## src/rtl/write_response_credit_bridge.sv

```systemverilog
// rtl/write_response_credit_bridge.sv - registered Avalon-MM write bridge with skid buffer, burst credit and sticky error
module write_response_credit_bridge #(
    parameter int ADDRESS_WIDTH      = 48,
    parameter int DATA_WIDTH         = 512,
    parameter int MAX_BURST          = 4,
    parameter int MAX_PENDING_WRITES = 32,
    parameter int BURST_WIDTH        = $clog2(MAX_BURST) + 1,
    parameter int PENDING_WIDTH      = $clog2(MAX_PENDING_WRITES + 1)
) (
    input  logic                       clk,
    input  logic                       reset,
    input  logic [ADDRESS_WIDTH-1:0]   s_address,
    input  logic [DATA_WIDTH-1:0]      s_writedata,
    input  logic                       s_write,
    input  logic [DATA_WIDTH/8-1:0]    s_byteenable,
    input  logic [BURST_WIDTH-1:0]     s_burst,
    output logic                       s_waitrequest,
    output logic [1:0]                 s_response,
    output logic                       s_write_response_valid,
    output logic [ADDRESS_WIDTH-1:0]   m_address,
    output logic [DATA_WIDTH-1:0]      m_writedata,
    output logic                       m_write,
    output logic [DATA_WIDTH/8-1:0]    m_byteenable,
    output logic [BURST_WIDTH-1:0]     m_burst,
    input  logic                       m_waitrequest,
    input  logic [1:0]                 m_response,
    input  logic                       m_write_response_valid,
    output logic [PENDING_WIDTH-1:0]   pending_count,
    output logic                       idle,
    input  logic                       clear_error,
    output logic                       error_sticky
);
    localparam logic [PENDING_WIDTH-1:0] MAX_PEND = PENDING_WIDTH'(MAX_PENDING_WRITES);

    logic                      r_m_write;
    logic [ADDRESS_WIDTH-1:0]  r_m_addr;
    logic [DATA_WIDTH-1:0]     r_m_data;
    logic [DATA_WIDTH/8-1:0]   r_m_be;
    logic [BURST_WIDTH-1:0]    r_m_burst;
    logic                      r_sk_valid;
    logic [ADDRESS_WIDTH-1:0]  r_sk_addr;
    logic [DATA_WIDTH-1:0]     r_sk_data;
    logic [DATA_WIDTH/8-1:0]   r_sk_be;
    logic [BURST_WIDTH-1:0]    r_sk_burst;
    logic [BURST_WIDTH-1:0]    r_burst_cnt;
    logic [BURST_WIDTH-1:0]    r_cur_burst;
    logic [PENDING_WIDTH-1:0]  r_pending;
    logic                      r_wait;
    logic [1:0]                r_resp;
    logic                      r_resp_valid;
    logic                      r_idle;
    logic                      r_err;

    logic                      w_accept;
    logic                      w_first;
    logic [BURST_WIDTH-1:0]    w_beat_burst;
    logic                      w_main_free;
    logic                      w_skid_next;
    logic [BURST_WIDTH-1:0]    w_cnt_next;
    logic                      w_inc;
    logic                      w_dec;
    logic [PENDING_WIDTH-1:0]  w_pending_next;
    logic                      w_credit_next;

    assign w_accept     = s_write & ~r_wait;
    assign w_first      = (r_burst_cnt == '0);
    // Later beats carry the burstcount latched from the first beat, not the live s_burst.
    assign w_beat_burst = w_first ? s_burst : r_cur_burst;
    assign w_main_free  = ~r_m_write | ~m_waitrequest;
    assign w_skid_next  = r_sk_valid ? (~w_main_free | w_accept) : (w_accept & ~w_main_free);
    assign w_cnt_next   = w_accept ? (w_first ? s_burst - 1'b1 : r_burst_cnt - 1'b1) : r_burst_cnt;
    assign w_inc        = w_accept & w_first;
    assign w_dec        = r_resp_valid;

    always_comb begin
        w_pending_next = r_pending;
        if (w_inc && !w_dec) begin
            w_pending_next = r_pending + 1'b1;
        end else if (w_dec && !w_inc && r_pending != '0) begin
            w_pending_next = r_pending - 1'b1;
        end
    end

    assign w_credit_next = (w_pending_next >= MAX_PEND) && (w_cnt_next == '0);

    always_ff @(posedge clk) begin
        if (reset) begin
            r_m_write    <= 1'b0;
            r_sk_valid   <= 1'b0;
            r_burst_cnt  <= '0;
            r_pending    <= '0;
            r_wait       <= 1'b1;
            r_resp       <= 2'b00;
            r_resp_valid <= 1'b0;
            r_idle       <= 1'b1;
            r_err        <= 1'b0;
        end else begin
            if (w_main_free) begin
                r_m_write <= r_sk_valid | w_accept;
            end
            r_sk_valid   <= w_skid_next;
            r_burst_cnt  <= w_cnt_next;
            r_pending    <= w_pending_next;
            r_wait       <= w_skid_next | w_credit_next;
            r_resp       <= m_response;
            r_resp_valid <= m_write_response_valid;
            r_idle       <= (w_pending_next == '0) && !w_skid_next && (w_cnt_next == '0);
            if (r_resp_valid && r_resp != 2'b00) begin
                r_err <= 1'b1;
            end else if (clear_error) begin
                r_err <= 1'b0;
            end
        end
    end

    // Payload registers carry no reset; their valid flags above qualify them.
    always_ff @(posedge clk) begin
        if (w_main_free) begin
            if (r_sk_valid) begin
                r_m_addr  <= r_sk_addr;
                r_m_data  <= r_sk_data;
                r_m_be    <= r_sk_be;
                r_m_burst <= r_sk_burst;
            end else if (w_accept) begin
                r_m_addr  <= s_address;
                r_m_data  <= s_writedata;
                r_m_be    <= s_byteenable;
                r_m_burst <= w_beat_burst;
            end
        end
        if (w_accept && (!w_main_free || r_sk_valid)) begin
            r_sk_addr  <= s_address;
            r_sk_data  <= s_writedata;
            r_sk_be    <= s_byteenable;
            r_sk_burst <= w_beat_burst;
        end
        if (w_accept && w_first) begin
            r_cur_burst <= s_burst;
        end
    end

    assign s_waitrequest          = r_wait;
    assign s_response             = r_resp;
    assign s_write_response_valid = r_resp_valid;
    assign m_address              = r_m_addr;
    assign m_writedata            = r_m_data;
    assign m_write                = r_m_write;
    assign m_byteenable           = r_m_be;
    assign m_burst                = r_m_burst;
    assign pending_count          = r_pending;
    assign idle                   = r_idle;
    assign error_sticky           = r_err;
endmodule

```

## config.mk

```make
export PLATFORM = sky130hd
export DESIGN_NAME = write_response_credit_bridge
export DESIGN_NICKNAME = d
export VERILOG_FILES = /design/src/rtl/write_response_credit_bridge.sv
export SDC_FILE = /design/constraint.sdc
export NUM_CORES = 1
export LEC_CHECK = 0
export CAP_MARGIN = 10
export CORE_AREA = 4 4 498 500
export CTS_CLUSTER_DIAMETER = 200
export DETAILED_ROUTE_END_ITERATION = 10
export DIE_AREA = 0 0 502 504
export HOLD_SLACK_MARGIN = 0.1
export PLACE_DENSITY = 0.35
export SETUP_SLACK_MARGIN = 0.2
export SYNTH_ARGS = -nofsm -noshare
export SYNTH_HDL_FRONTEND = slang
export SYNTH_SLANG_ARGS = --single-unit
export TNS_END_PERCENT = 20
```

## constraint.sdc

```tcl
create_clock -name clk -period 69.3 [get_ports clk]
set_clock_uncertainty 0.1 [all_clocks]
set_input_delay 13.86 -clock clk [delete_from_list [all_inputs] [get_ports clk]]
set_output_delay 13.86 -clock clk [all_outputs]
set_load 0.05 [all_outputs]
```

==> flow_summary_export.csv, run 1 <==
group,metric,value,unit
layout,drive_above_1_share,0.239,
synth,synth_top_area_cell,"edfxtp_1",
detailed_routing,postRouteAntennaNets,0,
global_routing,grt_pass1_wl,232000,um
placed_design,gp_congestion,0.758,
synth,async_flop_share,0,
placed_design,portBuffers,1274,
global_routing,grt_pass1_vias,26468,
synth,synth_edf_count,1257,
power_and_ir_drop,power_switching,0.000501,W
detailed_routing,wl,174000,um
detailed_routing,drt-initial-drc-count,1377,
timing,setup_tns,0,ns
power_and_ir_drop,power.share.clock,0.405,
synth,syn-num-nets,2725,
synth,avgSynthCellArea,22.1,um^2
timing,rsz0062_at_grt,"false",
setup_path,crit_fanout,62,
clock_network,clock_path_buffers,3,
clock_network,clkSlewWorstSetupHoldPaths,0.05,ns
power_and_ir_drop,comb_power_share,0.127,
floorplanning,start_util,0.190,
floorplanning,coreArea,243000,um^2
clock_network,cts_tree,"yes",
global_routing,grt_overflow_total,0,
timing,worst_slew_pin_slew,1.00,ns
power_and_ir_drop,vdd_ir_drop_max,0.0171,mV
min_path,hold_path.class,"reg2reg",
global_routing,grt_max_degree,130,
clock_network,cts_root_buf,"clkbuf_16",
setup_path,critPathLaunchType,"primary input",
layout,area_delta_synth_final,46.8,%
job,maxCapViolCount,0,
setup_path,critical_path.endpoint_type,"flop",
detailed_routing,dr_total_vias,25386,
floorplanning,die_width,502,um
synth,synth_seq_area_share,0.826,
detailed_routing,drc,0,
detailed_routing,avgRoutedWirePerCell,25.5,um
setup_path,crit_type,"in2reg",
clock_network,cts.sinks,1274,
synth,syn_area,46100,um^2
timing,holdWs,0.372,ns
floorplanning,io_pins,1275,
timing,timing.final.setup_violations,0,
power_and_ir_drop,sw_frac_of_total,0.261,
power_and_ir_drop,leakage,21.6,nW
synth,synth_top_area_share,0.819,
layout,nets,4111,
timing,relSlewSlack,0.333,
floorplanning,die_area,253000,um^2
clock_network,ctsHoldBuffers,0,
synth,synth.distinct_cells,48,
synth,synthCells,2086,
timing,period_minus_slack,19.29,ns
timing,fmax,51.8,MHz
synth,ys_ff_latch,1274,
floorplanning,num_rows,181,
setup_path,cp_data_arrival_time,19.57,ns
synth,yosys_warnings,0,
detailed_routing,drt_first_pass_iters,4,
timing,slew_violations,0,
placed_design,dp_hpwl,129000,um
clock_network,cts_buffers,158,
clock_network,htree_levels,4,
global_routing,antenna_found_initial,89,
power_and_ir_drop,intPower,0.00142,W
layout,utilization,0.279,
run_status,status,"finished clean",
synth,synth_common_cells,"edfxtp_1, mux2_2, clkbuf_1",
clock_network,cts_setup_buffers,0,
synth,synthTopCellsByArea,"edfxtp_1, mux2_2, dfxtp_1",
synth,yosysMostFrequentCell,"edfxtp_1",
power_and_ir_drop,p_seq_frac,0.468,
global_routing,track_usage,0.132,
floorplanning,dieHeight,504,um
setup_path,cp.required,69.57,ns
timing,post-route-period-util,0.278,
timing,final_hold_viol_count,0,
clock_network,clk_latency,0.78,ns
power_and_ir_drop,p_per_area,28.3,nW/um^2
clock_network,cts-resized-gates,0,
detailed_routing,via_per_inst,3.72,
synth,ys.flop_type,"edfxtp_1",
power_and_ir_drop,finalPower,0.00192,W
critical path, stage by stage:
cell,delay [ns]
clkdlybuf4s50_1,0.55
nand2b_1,0.39
nor2_4,0.72
buf_4,0.80
buf_4,0.65
buf_4,0.73
buf_4,0.76
buf_4,0.80
power by group through the flow:
stage	clock network, W	logic (W)	registers [W]
global route	0.000845	0.000255	0.000901
CTS	0.000812	0.000249	0.000899
finish	0.000776	0.000243	0.000898
global placement	0	0.000248	0.000915
detailed placement	0	0.000248	0.000915
floorplan	0	0.0000398	0.00104
metal layers:
metal,routed length (um),part of all wire,GRT usage,vias to the layer above
met5,548,0.0031,0,-
met4,5650,0.032,0.0453,84
met3,22800,0.13,0.0810,333
met2,80000,0.46,0.210,1090
met1,65000,0.37,0.143,12678
li1,-,-,-,11201
area by class of cell:
| class | instances | area (um^2) |
|---|---|---|
| clock buffer | 198 | 4100 |
| fill | 24388 | 175000 |
| timing repair buffer | 1304 | 13000 |
| sequential | 1274 | 38100 |
| multi-input combinational | 729 | 7720 |
| clock inverter | 77 | 673 |
| inverter | 5 | 18.8 |
| tap | 3202 | 4010 |
| antenna | 28 | 70.1 |
worst paths after layout:
check,startpoint,to,slack [ns],cells past startpoint
setup reg to reg,r_sk_valid,r_sk_data[27],63.15,7
setup / recovery,s_write,r_sk_data[27],50.01,8
hold reg to reg,error_sticky,error_sticky,0.37,2
hold / removal,error_sticky,error_sticky,0.37,2
kinds of logic (layout without fill, tap and decap cells):
logic type,Yosys count,in the layout,synth area share
other,0,28,0
and+or+nand+nor,61,61,0.00681
adders and majority gates,4,4,0.00109
DFF,1274,1274,0.826
xor gates and xnor gates,3,3,0.000570
muxes,629,629,0.154
buffers and inverters,83,1584,0.00684
AOI/OAI and AO/OA,32,32,0.00489
registers in the layout, summed over array words and instances, names as in the netlist, 2 cells and up:
name	cells
m_burst	3
m_byteenable	64
m_address	48
r_cur_burst	3
m_writedata	512
s_response	2
r_sk_data	512
r_burst_cnt	3
r_sk_addr	48
r_sk_burst	3
r_sk_be	64
pending_count	6
cell usage in the layout, fill, tap and decap left out, types with 2 or more instances in the layout:
master,count
inv_6,5
clkinv_8,2
nor2_1,17
clkdlybuf4s50_1,1274
clkinv_4,4
edfxtp_1,1257
nor2b_1,5
clkbuf_16,158
nand3_1,3
o21ai_0,6
clkinv_2,15
clkinv_16,5
a21oi_1,7
clkbuf_1,40
inv_16,2
bufinv_16,5
buf_4,27
buf_12,3
xnor2_1,3
nand2b_1,3
nor4_1,2
inv_1,5
ha_1,4
dfxtp_1,16
mux2_2,628
clkinv_1,39
diode_2,28
nand2_1,17
through the flow:
step           cells  setup slack [ns]  area, um^2
4_1_cts         6789             49.84       67600
3_3_place_gp    6514             48.87       62800
6_report        6817             50.01       67700
5_1_grt         6796             49.55       67600
2_1_floorplan   2086             22.97       46100
3_5_place_dp    6514             48.99       62800
Note: power is estimated with default switching activity, not from simulation.
==> run 2, diff against run 1 <==
- CORE_AREA: 4 4 498 500 -> 4 4 501 503
- DIE_AREA: 0 0 502 504 -> 0 0 505 507
- PLACE_DENSITY: 0.35 -> 0.36
- clock period: 69.3 -> 16.9 ns (I/O delays scaled with it)
==> flow_summary_export.csv, run 2 (same netlist as run 1, synthesis figures left out) <==
group,metric,value,unit
detailed_routing,avgRoutedWirePerCell,24.1,um
layout,area_delta_synth_final,47.3,%
global_routing,grt_pass1_wl,224000,um
layout,nFillCells,24783,
clock_network,cts.sinks,1274,
clock_network,cts_setup_buffers,0,
global_routing,track_usage,0.123,
clock_network,clock_path_buffers,3,
timing,final_hold_viol_count,0,
setup_path,crit_type,"in2reg",
timing,worst_slew_pin_slew,1.48,ns
timing,timing.final.setup_violations,0,
floorplanning,coreArea,246000,um^2
floorplanning,die_area,256000,um^2
floorplanning,num_rows,182,
power_and_ir_drop,finalPower,0.00796,W
detailed_routing,drc,0,
placed_design,gp_congestion,0.765,
min_path,hold_path.class,"reg2reg",
detailed_routing,via_per_inst,3.71,
detailed_routing,drt-initial-drc-count,1349,
setup_path,critical_path.endpoint_type,"flop",
timing,slew_violations,0,
clock_network,clk_latency,0.78,ns
placed_design,dp_hpwl,118000,um
timing,post-route-period-util,0.418,
floorplanning,io_pins,1275,
timing,rsz0062_at_grt,"false",
global_routing,antenna_found_initial,65,
timing,holdWs,0.371,ns
detailed_routing,postRouteAntennaNets,0,
floorplanning,die_width,505,um
timing,fin_ws,9.83,ns
placed_design,portBuffers,1274,
power_and_ir_drop,p_per_area,117,nW/um^2
job,maxCapViolCount,0,
clock_network,ctsHoldBuffers,0,
layout,ff_latch_area,38100,um^2
layout,mostFrequentLayoutCell,"clkdlybuf4s50_1",
power_and_ir_drop,vdd_ir_drop_max,0.0767,mV
detailed_routing,wl,164000,um
clock_network,cts_root_buf,"clkbuf_16",
setup_path,critPathLaunchType,"primary input",
power_and_ir_drop,leakage,21.7,nW
floorplanning,start_util,0.187,
setup_path,cp_data_arrival_time,7.35,ns
detailed_routing,dr_total_vias,25307,
floorplanning,dieHeight,507,um
setup_path,cp.required,17.18,ns
clock_network,cts_tree,"yes",
detailed_routing,drt_first_pass_iters,4,
layout,nets,4102,
run_status,status,"finished clean",
timing,relSlewSlack,0.0123,
layout,mostFrequentLayoutCells,"clkdlybuf4s50_1, edfxtp_1, mux2_2, clkbuf_16, clkinv_1",
layout,multi_input_area,7720,um^2
clock_network,cts_buffers,157,
clock_network,htree_levels,4,
clock_network,clkSlewWorstSetupHoldPaths,0.06,ns
setup_path,crit_fanout,126,
global_routing,grt_max_degree,148,
global_routing,grt_overflow_total,0,
timing,period_minus_slack,7.07,ns
clock_network,cts-resized-gates,0,
placed_design,preCtsSetupSlack,9.02,ns
layout,drive_above_1_share,0.243,
global_routing,grt_pass1_vias,26627,
timing,fmax,141,MHz
timing,setup_tns,0,ns
## run 2: metrics by stage
stage / std cells / area, um^2 / utilization
floorplan: 2086 / 46100 / -
detailed placement: 6524 / 62900 / 0.256
global route: 6811 / 67900 / 0.276
finish: 6825 / 67900 / 0.276
CTS: 6804 / 67900 / 0.276
global placement: 6524 / 62900 / 0.256
## run 2: routing by layer
| metal | wire length (um) | global-route usage |
|---|---|---|
| met3 | 22900 | 0.0832 |
| met4 | 4550 | 0.0355 |
| met1 | 60200 | 0.131 |
| met2 | 76300 | 0.197 |
| met5 | 364 | 0 |
## run 2: worst paths after layout
| path | from | end | slack (ns) | depth (start not counted) |
|---|---|---|---|---|
| worst max-delay path | s_write | m_writedata[392] | 9.83 | 7 |
| worst min-delay path | error_sticky | error_sticky | 0.37 | 2 |
| worst max register to register | r_sk_valid | m_writedata[304] | 11.40 | 5 |
| worst min register to register | error_sticky | error_sticky | 0.37 | 2 |
## run 2: critical path, stage by stage
cell,delay [ns]
clkdlybuf4s50_1,0.58
nor2b_1,0.61
nor2_1,0.17
a21oi_4,0.20
buf_4,0.60
buf_12,0.51
buf_4,0.89
## run 2: final cells by class
class,instances,share of cell area
Multi-Input combinational cell,729,0.114
Tap cell,3220,0.0593
Inverter,5,0.000276
Timing Repair Buffer,1296,0.192
Sequential cell,1274,0.561
Antenna cell,21,0.000774
Clock buffer,181,0.0601
Clock inverter,99,0.0133
## run 2: power by group
group | switching [W] | internal (W) | total, W
Combinational | 0.000623 | 0.000370 | 0.000992
Clock | 0.00139 | 0.00189 | 0.00328
Sequential | 0.0000441 | 0.00364 | 0.00368
Total | 0.00206 | 0.00590 | 0.00796
